[config.mk]
export PLATFORM = sky130hd
export DESIGN_NAME = fft_sdf_sequencer
export DESIGN_NICKNAME = d
export VERILOG_FILES = /design/src/rtl/fft_pkg.sv /design/src/rtl/fft_stage_ctl.sv /design/src/rtl/fft_sdf_sequencer.sv
export SDC_FILE = /design/constraint.sdc
export NUM_CORES = 1
export LEC_CHECK = 0
export BUFFER_PORTS_ARGS = -buffer_cell sky130_fd_sc_hd__buf_2
export CAP_MARGIN = 5
export CELL_PAD_IN_SITES_DETAIL_PLACEMENT = 1
export CELL_PAD_IN_SITES_GLOBAL_PLACEMENT = 2
export CORE_MARGIN = 2
export CORE_UTILIZATION = 31
export DETAILED_ROUTE_END_ITERATION = 10
export PLACE_DENSITY = 0.78
export SETUP_SLACK_MARGIN = 0.4
export SKIP_CTS_REPAIR_TIMING = 1
export SLEW_MARGIN = 0
export SYNTH_ARGS = -nofsm -noshare
export SYNTH_HDL_FRONTEND = slang
export SYNTH_SLANG_ARGS = --single-unit
export TNS_END_PERCENT = 1
[constraint.sdc]
create_clock -name clk -period 2.2 [get_ports clk]
set_clock_uncertainty 0.15 [all_clocks]
set_input_delay 0.11 -clock clk [delete_from_list [all_inputs] [get_ports clk]]
set_output_delay 0.11 -clock clk [all_outputs]
set_load 0.03 [all_outputs]
[src/rtl/fft_pkg.sv]
`default_nettype none
// ============================================================================
//  Module      : fft_pkg
//  Description : Shared FSM state type and sizing helpers for the SDF FFT
//                control sequencer.
//  Revision    : 1.0
// ============================================================================
package fft_pkg;

    typedef enum logic [1:0] {
        ST_IDLE  = 2'd0,
        ST_RUN   = 2'd1,
        ST_FLUSH = 2'd2,
        ST_ABORT = 2'd3
    } state_t;

    // Sample-in to result-out latency: reorder depth plus butterfly pipelines.
    function automatic int lat_total(input int log2n, input int stage_lat);
        return ((1 << log2n) - 1) + log2n * stage_lat;
    endfunction

    function automatic int tw_width(input int log2n);
        return log2n - 1;
    endfunction

endpackage
`default_nettype wire

[src/rtl/fft_stage_ctl.sv]
`default_nettype none
// ============================================================================
//  Module      : fft_stage_ctl
//  Description : One SDF stage controller: enable delay, position counter,
//                butterfly select and (with FFT_SEQ_TWIDDLE_EN) twiddle address.
//  Revision    : 1.0
// ============================================================================
module fft_stage_ctl
    import fft_pkg::*;
#(
    parameter int LOG2N     = 4,
    parameter int STAGE_LAT = 3,
    parameter int STAGE     = 0
) (
    input  logic                                 clk,
    input  logic                                 rst,
    input  logic                                 i_clr,
    input  logic                                 i_en_prev,
    output logic                                 o_en,
    output logic                                 o_sel,
    output logic [fft_pkg::tw_width(LOG2N)-1:0]  o_tw
);

    logic             w_en;
    logic [LOG2N-1:0] r_cnt;

    generate
        if (STAGE == 0) begin : g_head
            assign w_en = i_en_prev;
        end else begin : g_dly
            logic [STAGE_LAT-1:0] r_dly;
            always_ff @(posedge clk) begin
                if (rst || i_clr) begin
                    r_dly <= '0;
                end else begin
                    r_dly <= (r_dly << 1) | STAGE_LAT'(i_en_prev);
                end
            end
            assign w_en = r_dly[STAGE_LAT-1];
        end
    endgenerate

    always_ff @(posedge clk) begin
        if (rst || i_clr) begin
            r_cnt <= '0;
        end else if (w_en) begin
            r_cnt <= r_cnt + 1'b1;
        end
    end

    assign o_en  = w_en;
    assign o_sel = w_en & r_cnt[LOG2N-1-STAGE];

`ifdef FFT_SEQ_TWIDDLE_EN
    localparam int TWW = tw_width(LOG2N);
    generate
        if (STAGE < LOG2N - 1) begin : g_tw
            localparam int MBITS = LOG2N - 1 - STAGE;
            logic [MBITS-1:0] w_low;
            assign w_low = r_cnt[MBITS-1:0];
            assign o_tw  = (w_en && !o_sel) ? (TWW'(w_low) << STAGE) : '0;
        end else begin : g_tw_last
            assign o_tw = '0;
        end
    endgenerate
`else
    assign o_tw = '0;
`endif

endmodule
`default_nettype wire

[src/rtl/fft_sdf_sequencer.sv]
`default_nettype none
// ============================================================================
//  Module      : fft_sdf_sequencer
//  Description : Frame/flush sequencer driving per-stage controls of an SDF FFT.
//                Twiddle addressing is built only with FFT_SEQ_TWIDDLE_EN.
//  Revision    : 1.0
// ============================================================================
module fft_sdf_sequencer
    import fft_pkg::*;
#(
    parameter int LOG2N     = 4,
    parameter int STAGE_LAT = 3
) (
    input  logic                         clk,
    input  logic                         rst,
    input  logic                         in_valid,
    output logic                         in_ready,
    output logic [LOG2N-1:0]             stage_en,
    output logic [LOG2N-1:0]             bfly_sel,
    output logic [LOG2N*(LOG2N-1)-1:0]   tw_addr,
    output logic                         flush,
    output logic                         out_valid,
    output logic                         out_first,
    output logic                         out_last,
    output logic                         err
);

    localparam int LAT_TOTAL = lat_total(LOG2N, STAGE_LAT);
    localparam int TWW       = tw_width(LOG2N);
    localparam int LCW       = $clog2(LAT_TOTAL + 1);

    state_t                    r_state;
    logic [LOG2N-1:0]          r_cnt0;
    logic [LOG2N-1:0]          r_out_idx;
    logic [LCW-1:0]            r_fcnt;
    logic [LCW-1:0]            r_lat;
    logic                      r_lat_on;
    logic                      r_out_valid;

    logic                      w_abort;
    logic                      w_quiet;
    logic                      w_acc;
    logic                      w_to_flush;
    logic                      w_flush;
    logic                      w_eff;
    logic                      w_flush_end;
    logic [LOG2N-1:0]          w_stage_en;
    logic [LOG2N-1:0]          w_sel;
    logic [LOG2N*TWW-1:0]      w_tw;

    assign w_abort    = (r_state == ST_ABORT);
    assign w_quiet    = rst | w_abort;
    assign in_ready   = rst | (r_state == ST_IDLE) | (r_state == ST_RUN);
    assign w_acc      = in_valid & in_ready & ~rst;
    // The first idle cycle on a frame boundary already counts as flush.
    assign w_to_flush = (r_state == ST_RUN) & ~in_valid & (r_cnt0 == '0);
    assign w_flush    = ~rst & ((r_state == ST_FLUSH) | w_to_flush);
    assign w_eff      = w_acc | w_flush;
    assign w_flush_end = (r_state == ST_FLUSH) && (r_fcnt == LCW'(LAT_TOTAL - 1));

    assign flush      = w_flush;
    assign err        = ~rst & (w_abort | ((r_state == ST_FLUSH) & in_valid));
    assign stage_en   = w_quiet ? '0 : w_stage_en;
    assign bfly_sel   = w_quiet ? '0 : w_sel;
    assign tw_addr    = w_quiet ? '0 : w_tw;
    assign out_valid  = ~w_quiet & r_out_valid;
    assign out_first  = out_valid & (r_out_idx == '0);
    assign out_last   = out_valid & (&r_out_idx);

    always_ff @(posedge clk) begin
        if (rst) begin
            r_state <= ST_IDLE;
            r_cnt0  <= '0;
            r_fcnt  <= '0;
        end else begin
            case (r_state)
                ST_IDLE: begin
                    if (in_valid) begin
                        r_state <= ST_RUN;
                        r_cnt0  <= LOG2N'(1);
                    end
                end
                ST_RUN: begin
                    if (in_valid) begin
                        r_cnt0 <= r_cnt0 + 1'b1;
                    end else if (r_cnt0 == '0) begin
                        r_state <= ST_FLUSH;
                        r_fcnt  <= LCW'(1);
                    end else begin
                        r_state <= ST_ABORT;
                    end
                end
                ST_FLUSH: begin
                    if (w_flush_end) begin
                        r_state <= ST_IDLE;
                        r_fcnt  <= '0;
                    end else begin
                        r_fcnt <= r_fcnt + 1'b1;
                    end
                end
                default: begin
                    r_state <= ST_IDLE;
                    r_cnt0  <= '0;
                    r_fcnt  <= '0;
                end
            endcase
        end
    end

    // Runs are whole frames and drain exactly when flush ends, so output
    // validity is a start delay plus a stop at flush end.
    always_ff @(posedge clk) begin
        if (rst || w_abort) begin
            r_lat_on    <= 1'b0;
            r_lat       <= '0;
            r_out_valid <= 1'b0;
            r_out_idx   <= '0;
        end else begin
            if (r_state == ST_IDLE && in_valid) begin
                r_lat_on <= 1'b1;
                r_lat    <= LCW'(1);
            end else if (r_lat_on) begin
                if (r_lat == LCW'(LAT_TOTAL - 1)) begin
                    r_lat_on    <= 1'b0;
                    r_lat       <= '0;
                    r_out_valid <= 1'b1;
                end else begin
                    r_lat <= r_lat + 1'b1;
                end
            end
            if (w_flush_end) begin
                r_out_valid <= 1'b0;
                r_out_idx   <= '0;
            end else if (r_out_valid) begin
                r_out_idx <= r_out_idx + 1'b1;
            end
        end
    end

    generate
        for (genvar s = 0; s < LOG2N; s++) begin : g_stage
            logic w_prev;
            if (s == 0) begin : g_src_in
                assign w_prev = w_eff;
            end else begin : g_src_chain
                assign w_prev = w_stage_en[s-1];
            end
            fft_stage_ctl #(
                .LOG2N     (LOG2N),
                .STAGE_LAT (STAGE_LAT),
                .STAGE     (s)
            ) u_ctl (
                .clk       (clk),
                .rst       (rst),
                .i_clr     (w_abort),
                .i_en_prev (w_prev),
                .o_en      (w_stage_en[s]),
                .o_sel     (w_sel[s]),
                .o_tw      (w_tw[s*TWW +: TWW])
            );
        end
    endgenerate

endmodule
`default_nettype wire

Word-level counts from Yosys, hierarchy flattened
Index checks and enable logic that the tools add are counted.

Flip-flop bits (word level): 47. Bits of input ports: 3. Logic and storage cells: 96.

Add/sub/neg operators: 8. Eq/ne operators: 10. Mux-type cells: 20. Bitwise logic cells: 29. Reduce and logical (&&, ||, !) cells: 14.

Operators with widths (count): 4-bit by 1-bit adder with 4-bit output (second input constant) (6); 5-bit 2-to-1 mux (4); 4-bit 2-to-1 mux (4); 5-bit one-hot mux with 3 select lines (1); 1-bit AND (14); 4-bit one-hot mux with 3 select lines (1); 3-bit AND reduction (4); 5-bit by 1-bit adder with 5-bit output (second input constant) (2); 5-bit equality test (second input constant) (2); 3-bit by 1-bit bitwise OR with 3-bit output (3); 4-bit logical NOT (2); 2-bit != test (second input constant) (4); 1-bit 2-to-1 mux (6); 2-bit 2-to-1 mux (3); 1-bit NOT (6); 1-bit bitwise OR (6); 2-bit one-hot mux with 3 select lines (1); 2-bit equality test (second input constant) (2); 4-bit AND reduction (1); 2-bit OR reduction (2); 2-bit by 1-bit equality test with 1-bit output (second input constant) (1); 1-bit logical AND (2); 2-bit logical NOT (1); 2-bit by 1-bit != test with 1-bit output (second input constant) (1); 2 further kinds (2).

Logic depth before layout (Yosys ltp)
Gate-level depths: netlist (run 1).

Word-level depth: 8. Mapped depth: 7.

By module
Synthesis (run 1) repeated with hierarchy kept, for this count alone.

Cell total of the unflattened synthesis: 257. Area, all modules: 2234.6 um^2.

Modules (own cells, without submodules): fft_sdf_sequencer (times used 1, cells each 176, area each 1408.9 um^2); fft_stage_ctl (g_stage[1].u_ctl) (times used 1, cells each 24, area each 244.0 um^2); fft_stage_ctl (g_stage[0].u_ctl) (times used 1, cells each 23, area each 227.7 um^2); fft_stage_ctl (g_stage[2].u_ctl) (times used 1, cells each 19, area each 198.9 um^2); fft_stage_ctl (g_stage[3].u_ctl) (times used 1, cells each 15, area each 155.1 um^2).

Least setup slack after synthesis (run 1)
No wires, ideal clock.

Path type: reg-to-output. Start point: register r_state[1]. End point: output bfly_sel[0]. Data arrival time: 2.078 ns. Setup slack: -0.138 ns. Stages on the path, launching flop included: 8. Path through: dfxtp_1 > inv_1 > ha_1 > clkbuf_1 > o21a_1 > nor3_1 > nor2_1 > and2_1.

Word-level cells in the longest chain between the ends: 8. Elaborated cells between the ends (all ways): 16. Classes of those cells: eq/ne: 3; mux: 1; bitwise: 11; reduce/logical: 1.

RTL lines: start: declaration (line fft_sdf_sequencer.sv:32) `state_t r_state;`; start signal: assignment (line fft_sdf_sequencer.sv:72) `r_state <= ST_IDLE;`; start signal: assignment (line fft_sdf_sequencer.sv:79) `r_state <= ST_RUN;`; start signal: assignment (line fft_sdf_sequencer.sv:87) `r_state <= ST_FLUSH;`; 2-bit by 1-bit equality test with 1-bit output or 2-bit logical NOT (tied branches) (line fft_sdf_sequencer.sv:53, fft_sdf_sequencer.sv:56); 1-bit AND or 1-bit bitwise OR (tied branches) (2 in a row) (line fft_sdf_sequencer.sv:56, fft_sdf_sequencer.sv:53); 1-bit bitwise OR or 1-bit AND (tied branches) (line fft_sdf_sequencer.sv:57, fft_sdf_sequencer.sv:54); 1-bit AND (on tied branches) (line fft_sdf_sequencer.sv:57, fft_sdf_sequencer.sv:54); 1-bit bitwise OR (line fft_sdf_sequencer.sv:58) `assign w_eff = w_acc | w_flush;`; 1-bit AND (line fft_stage_ctl.sv:52) `assign o_sel = w_en & r_cnt[LOG2N-1-STAGE];`; 4-bit 2-to-1 mux (*) (line fft_sdf_sequencer.sv:64) `assign bfly_sel = w_quiet ? '0 : w_sel;`; end: declaration (line fft_sdf_sequencer.sv:19) `output logic [LOG2N-1:0] bfly_sel,`.

Every way passes the cells marked *; elsewhere a longest branch is shown, timed or not.

Worst setup path after layout (run 1)
Start point: register r_cnt0[1]. End point: register r_fcnt[3].

Word-level cells in the longest chain between the ends: 3.

RTL lines: start: declaration (line fft_sdf_sequencer.sv:33) `logic [LOG2N-1:0] r_cnt0;`; start signal: assignment (line fft_sdf_sequencer.sv:85) `r_cnt0 <= r_cnt0 + 1'b1;`; 4-bit logical NOT (line fft_sdf_sequencer.sv:86) `end else if (r_cnt0 == '0) begin`; 2-bit by 1-bit != test with 1-bit output (no source line); 3-bit AND reduction (no source line); end signal: assignment (line fft_sdf_sequencer.sv:98) `r_fcnt <= r_fcnt + 1'b1;`; end: declaration (line fft_sdf_sequencer.sv:35) `logic [LCW-1:0] r_fcnt;`.

Every way passes these cells. A chain may end at the register's enable or synchronous reset.

==> flow_metrics.tcl, run 1 <==
set metrics [dict create \
    criticalPathCategory "flop to flop" \
    p_leak_nw 1.03 \
    synth_warnings 0 \
    power_mw 2.43 \
    die_w_um 85.0 \
    slew_violations 0 \
    n_antenna_cell 0 \
    setup_viol 0 \
    dpl_cell_area_sq_um 2200 \
    vias 1594 \
    syn_inst 231 \
    status "completed" \
    fmax_mhz 495 \
    gp_congestion 0.759 \
    drc_errors 0 \
    cts.sinks 41 \
    synth.distinct_cells 42 \
    grt-ovfl-total 0 \
    drtPass1Iterations 4 \
    rsz0062_at_grt "yes" \
    die_y_um 85.0 \
    layout_commonest_cell "dfxtp_1" \
    power_density_nw_per_um2 987 \
    initial_core_util_pct 32.1 \
    dieArea_sq_um 7230 \
    coreArea_sq_um 6350 \
    port_buffers 16 \
    htreeDepth 2 \
    layout_common_cells "37 x dfxtp_1, 27 x nor2_1, 15 x nand2_1" \
    hold_path.class "input pin to flop" \
    synth_edf_count 0 \
    post-place-ws_ps 151 \
    grt_pass1_wl_um 7300 \
    avgSynthCellArea_sq_um 8.81 \
    drtIter0Drc 49 \
    num_rows 29 \
    fin_crit_ps 2020 \
    vdd_ir_drop_max_mv 0.580 \
    ant_nets 0 \
    grt_max_degree 19 \
    avgRoutedWirePerCell_um 12.9 \
    wl_um 4300 \
    start_kind "flop" \
    end_kind "flop" \
    synth_area_sq_um 2040 \
    drv_cap 0 \
    synth.yosys.seq_area_share_pct 40.3 \
    groute.usage.overall_pct 12.3 \
    syn2layout_area_growth_pct 21.0 \
    clock_latency_ps 290 \
    fin_util_pct 38.8 \
    critPathRequiredTime_ps 2280 \
    cts_tree "yes" \
    ios 29 \
    ys_ff_latch 41 \
    tightest_slew_ps 541 \
    arrival_ps 2100 \
    hpwl_um 3010 \
    cts-buffers-inserted 5 \
    async_reset_ff_share_pct 0 \
    drive_above_1_share_pct 24.1 \
    setup_ws_ps 181 \
    nNetsFinal 274 \
    root_buffer "clkbuf_8" \
    cp_max_fo 4 \
    period_share_pct 91.8 \
    viasPerCell 4.77 \
    nFillCells 753 \
    grt_pass1_vias 1598 \
    timing.final.hold_violations 0 \
    dominantRegCellSynth "dfxtp_1" \
    antenna_found_initial 0 \
    cts_buffer_depth 2 \
    fin_area_sq_um 2460 \
    maxSlewHeadroom_pct 62.9 \
    clk_pin_slew_ps 80 \
]
## cell usage after synthesis (5+ instances only)
master	count	share of area [%]
nor2_1	29	5.3
inv_1	12	2.2
nand3_1	6	1.5
xor2_1	8	3.4
nand2_1	15	2.8
mux2i_1	5	2.5
a21oi_1	11	2.7
buf_4	12	4.4
clkbuf_1	9	1.7
dfxtp_1	41	40
ha_1	15	9.2
and2_1	12	3.7
## critical path: stages, from the launching register on
cell     delay, ps
dfxtp_4        370
inv_4           50
ha_4           120
or4b_4         470
a21o_1         210
or4_1          430
o22ai_2        150
## layout make-up
type / instances / area [sq um] / share of cell area (%)
sequential: 41 / 833 / 33.8
timing repair buffer: 28 / 185 / 7.52
clock inverter: 2 / 37.5 / 1.52
tap: 77 / 96.3 / 3.91
clock buffer: 6 / 82.6 / 3.35
multi-input combinational: 168 / 1180 / 47.8
inverter: 12 / 50.0 / 2.03
## cell families (layout without fill, tap and decap cells)
logic type | after synthesis | count (layout) | share of synthesized area [%]
adders and majority gates | 15 | 15 | 9.22
AOI/OAI and AO/OA | 32 | 32 | 9.90
buffers and inverters | 33 | 48 | 8.30
and+or+nand+nor | 91 | 91 | 23.9
DFF | 41 | 41 | 40.3
xor gates and xnor gates | 12 | 12 | 5.16
other | 1 | 12 | 0.184
muxes | 6 | 6 | 3.01
## path summary, 6_finish.rpt
check             slack (ps)                               to  depth (start not counted)                             from
setup / recovery         180                        r_fcnt[3]                          6                        r_cnt0[1]
hold / removal            60                        r_cnt0[1]                          2                              rst
setup reg to reg         180                        r_fcnt[3]                          6                        r_cnt0[1]
hold reg to reg          280  g_stage[2].u_ctl.g_dly.r_dly[2]                          1  g_stage[2].u_ctl.g_dly.r_dly[1]
## metal layers
| layer | GRT usage (%) | up-vias | wire length [um] |
|---|---|---|---|
| li1 | - | 803 | - |
| met1 | 15.7 | 760 | 2020 |
| met2 | 20.5 | 24 | 2070 |
| met3 | 3.11 | 7 | 149 |
| met4 | 3.90 | 0 | 53 |
| met5 | 0 | - | 0 |
## per-stage QoR
stage	cells	hold slack [ps]	TNS, ps
floorplan	242	176	0
global placement	319	259	0
detailed placement	319	264	0
CTS	327	39.9	-134
global route	334	76.8	0
finish	334	59.1	0
## where the power goes
part	internal, mW	total [mW]	switching [mW]
logic	0.397	0.877	0.481
clock network	0.369	0.644	0.275
registers	0.826	0.911	0.0846
total	1.59	2.43	0.840
## flip-flops by register name, summed over array words and instances (netlist names)
signal,cells
g_stage.u_ctl.r_cnt,10
g_stage.u_ctl.g_dly.r_dly,9
r_fcnt,5
r_lat,5
r_cnt0,4
r_out_idx,4
r_state,2
r_lat_on,1
r_out_valid,1
(Power assumes the default switching activity.)
==> run 2, diff against run 1 <==
- ABC_AREA: not set -> 1
- CORE_UTILIZATION: 31 -> 29
- SKIP_CTS_REPAIR_TIMING: 1 -> not set
==> run 2 against run 1 <==
Largest cell class unchanged. Area after synthesis increased by 1.4%. Global-route usage increased by 0.78 points. Worst hold slack got worse by 31 ps. Maximum frequency is 11% higher.
==> flow_metrics.tcl, run 2 <==
set metrics [dict create \
    yosysMostFrequentCell "nor2_1" \
    slew_violations 0 \
    drv_cap 0 \
    clk_pin_slew_ps 80 \
    initial_core_util_pct 30.2 \
    synth_warnings 0 \
    p_leak_nw 1.09 \
    syn_inst 284 \
    grtUsageMet2_pct 22.4 \
    num_rows 30 \
    clock_latency_ps 290 \
    synth_top_cell_by_area "dfxtp_1" \
    nNetsFinal 337 \
    reg_top3 "g_stage.u_ctl.r_cnt (10), g_stage.u_ctl.g_dly.r_dly (9)" \
    async_reset_ff_share_pct 0 \
    n_antenna_cell 0 \
    top_register "g_stage.u_ctl.r_cnt" \
    cts.sinks 41 \
    arrival_ps 1560 \
    vdd_ir_drop_max_mv 0.520 \
    period_share_pct 82.8 \
    nFillCells 877 \
    largest_register_ffs 10 \
    root_buffer "clkbuf_8" \
    status "completed" \
    met3_usage_pct 2.61 \
    hpwl_um 3440 \
    hold_end "r_lat_on" \
    power_mw 2.48 \
    regArea_sq_um 828 \
    vias 1807 \
    fin_crit_ps 1820 \
    synth_top_area_share_pct 39.8 \
    grt-busiest-layer "met2" \
    synth.yosys.seq_area_share_pct 39.8 \
    cts_buffer_depth 2 \
    setup_viol 0 \
    synth.distinct_cells 28 \
    drc_errors 0 \
    die_y_um 88.4 \
    syn2layout_area_growth_pct 25.4 \
    dominantRegCellSynth "dfxtp_1" \
    cts_tree "yes" \
    hold_start "in_valid" \
    critPathSlowestCell "dfxtp_4" \
    htreeDepth 2 \
    synthTopCellsByArea "dfxtp_1 40%, ha_1 9.1%, nor2_1 8.4%" \
    synth_area_sq_um 2060 \
    layout_commonest_cell "nor2_1" \
    finalSetupTns_ps 0 \
    whs_path_depth 3 \
    ant_nets 0 \
    grt_pass1_vias 1707 \
    ys_top_cells_by_count "46 x nor2_1, 43 x nand2_1, 42 x inv_1" \
    grt_pass1_wl_um 7930 \
    reg2reg_to "r_lat_on" \
    ys_ff_latch 41 \
    layout_common_cells "43 x nor2_1, 40 x nand2_1, 39 x dfxtp_1" \
    holdWs_ps 28.5 \
    dieArea_sq_um 7810 \
    start_kind "flop" \
    ios 29 \
    wl_um 4890 \
    path_cells "ha_2 > nor2_4 > clkinvlp_4 > buf_6 > nor3_2 > buf_4" \
    synth_edf_count 0 \
    timing.final.hold_violations 0 \
    fmax_mhz 549 \
    avgSynthCellArea_sq_um 7.27 \
    fin_util_pct 37.9 \
    hold_path.class "input pin to flop" \
    grt-ovfl-total 0 \
    die_w_um 88.4 \
    viasPerCell 4.35 \
    end_kind "output port" \
    cts-buffers-inserted 5 \
    ff2ff_setup_slack_ps 450 \
    ff2ff_path_depth 6 \
    grt_max_degree 13 \
    drtIter0Drc 38 \
    power_density_nw_per_um2 959 \
    use_met1_pct 16.5 \
    drtPass1Iterations 3 \
    antenna_found_initial 0 \
    reg2reg_from "r_state[0]" \
    multi_input_area_sq_um 1120 \
    gp_congestion 0.792 \
    criticalPathCategory "flop to output port" \
    avgRoutedWirePerCell_um 11.8 \
    groute.usage.overall_pct 13.1 \
    coreArea_sq_um 6830 \
    port_buffers 16 \
    drive_above_1_share_pct 20.4 \
    rsz0062_at_grt "yes" \
    cp_max_fo 8 \
    critPathRequiredTime_ps 1940 \
    cp_slowest_stage_delay_ps 360 \
]
[run 2: cell count changes in the layout (fill, tap and decap cells not counted), sizes merged, moves of 5 or more]
cell and change:
inv +31, nand2 +29, nor2 +18, a21oi +16, and2 -12, o21ai +10
nand3 +6, mux2i -5, nor3 +5
[run 2: area by class of cell]
cell class,count,area share (%)
flip-flops and latches,41,32.0
multi-input cells,195,43.4
repair buffers,31,9.62
repair inverters,1,0.193
inverters,44,6.72
well taps,96,4.64
clock buffers,6,3.19
clock inverters,1,0.290
[run 2: cells by family after synthesis]
group                      after synthesis  share of synthesized area, %
buffers and inverters                   59                          13.0
and+or+nand+nor                        120                          24.8
xor gates and xnor gates                 6                          2.55
DFF                                     41                          39.8
other                                    1                         0.182
adders and majority gates               15                          9.09
AOI/OAI and AO/OA                       42                          10.7
[run 2: repair_timing]
item	in CTS	in global routing
setup buffers	8	5
endpoints found under the hold margin	3	3
endpoints found under the setup margin	16	12
gates cloned	1	0
resized for setup	35	21
pin swaps	6	4
[run 2: worst max-delay path by stage]
stage / startpoint / end / slack, ps / cells past startpoint
global route: r_state[0] / r_lat_on / 300 / 6
finish: r_state[0] / bfly_sel[1] / 380 / 6
CTS: r_state[0] / out_first / 370 / 6
floorplan: r_state[1] / bfly_sel[1] / 390 / 5
global placement: r_state[1] / stage_en[0] / 370 / 9
detailed placement: r_state[1] / stage_en[0] / 310 / 9
[run 2: report_power, final]
group | switching, mW | internal, mW | leakage (nW)
logic | 0.650 | 0.402 | 0.714
registers | 0.0777 | 0.837 | 0.334
clock network | 0.269 | 0.248 | 0.0433
[run 2: through the flow]
stage / setup slack, ps / std cells / cell area (sq um)
CTS: 365 / 409 / 2480
detailed placement: 309 / 393 / 2210
floorplan: 393 / 295 / 2110
global route: 304 / 415 / 2590
finish: 379 / 415 / 2590
global placement: 369 / 393 / 2210
[run 2: worst max-delay path, delay by kind of cell (launching register included)]
kind | cells | cell delay (ps)
adders and majority gates | 1 | 200
buffers and inverters | 3 | 440
and+or+nand+nor | 2 | 270
DFF | 1 | 360
[run 2: per-layer routing]
layer	vias to the layer above	part of all wire (%)
met5	-	0
met4	0	1.2
met3	4	2.7
met2	24	49
met1	834	47
li1	945	-
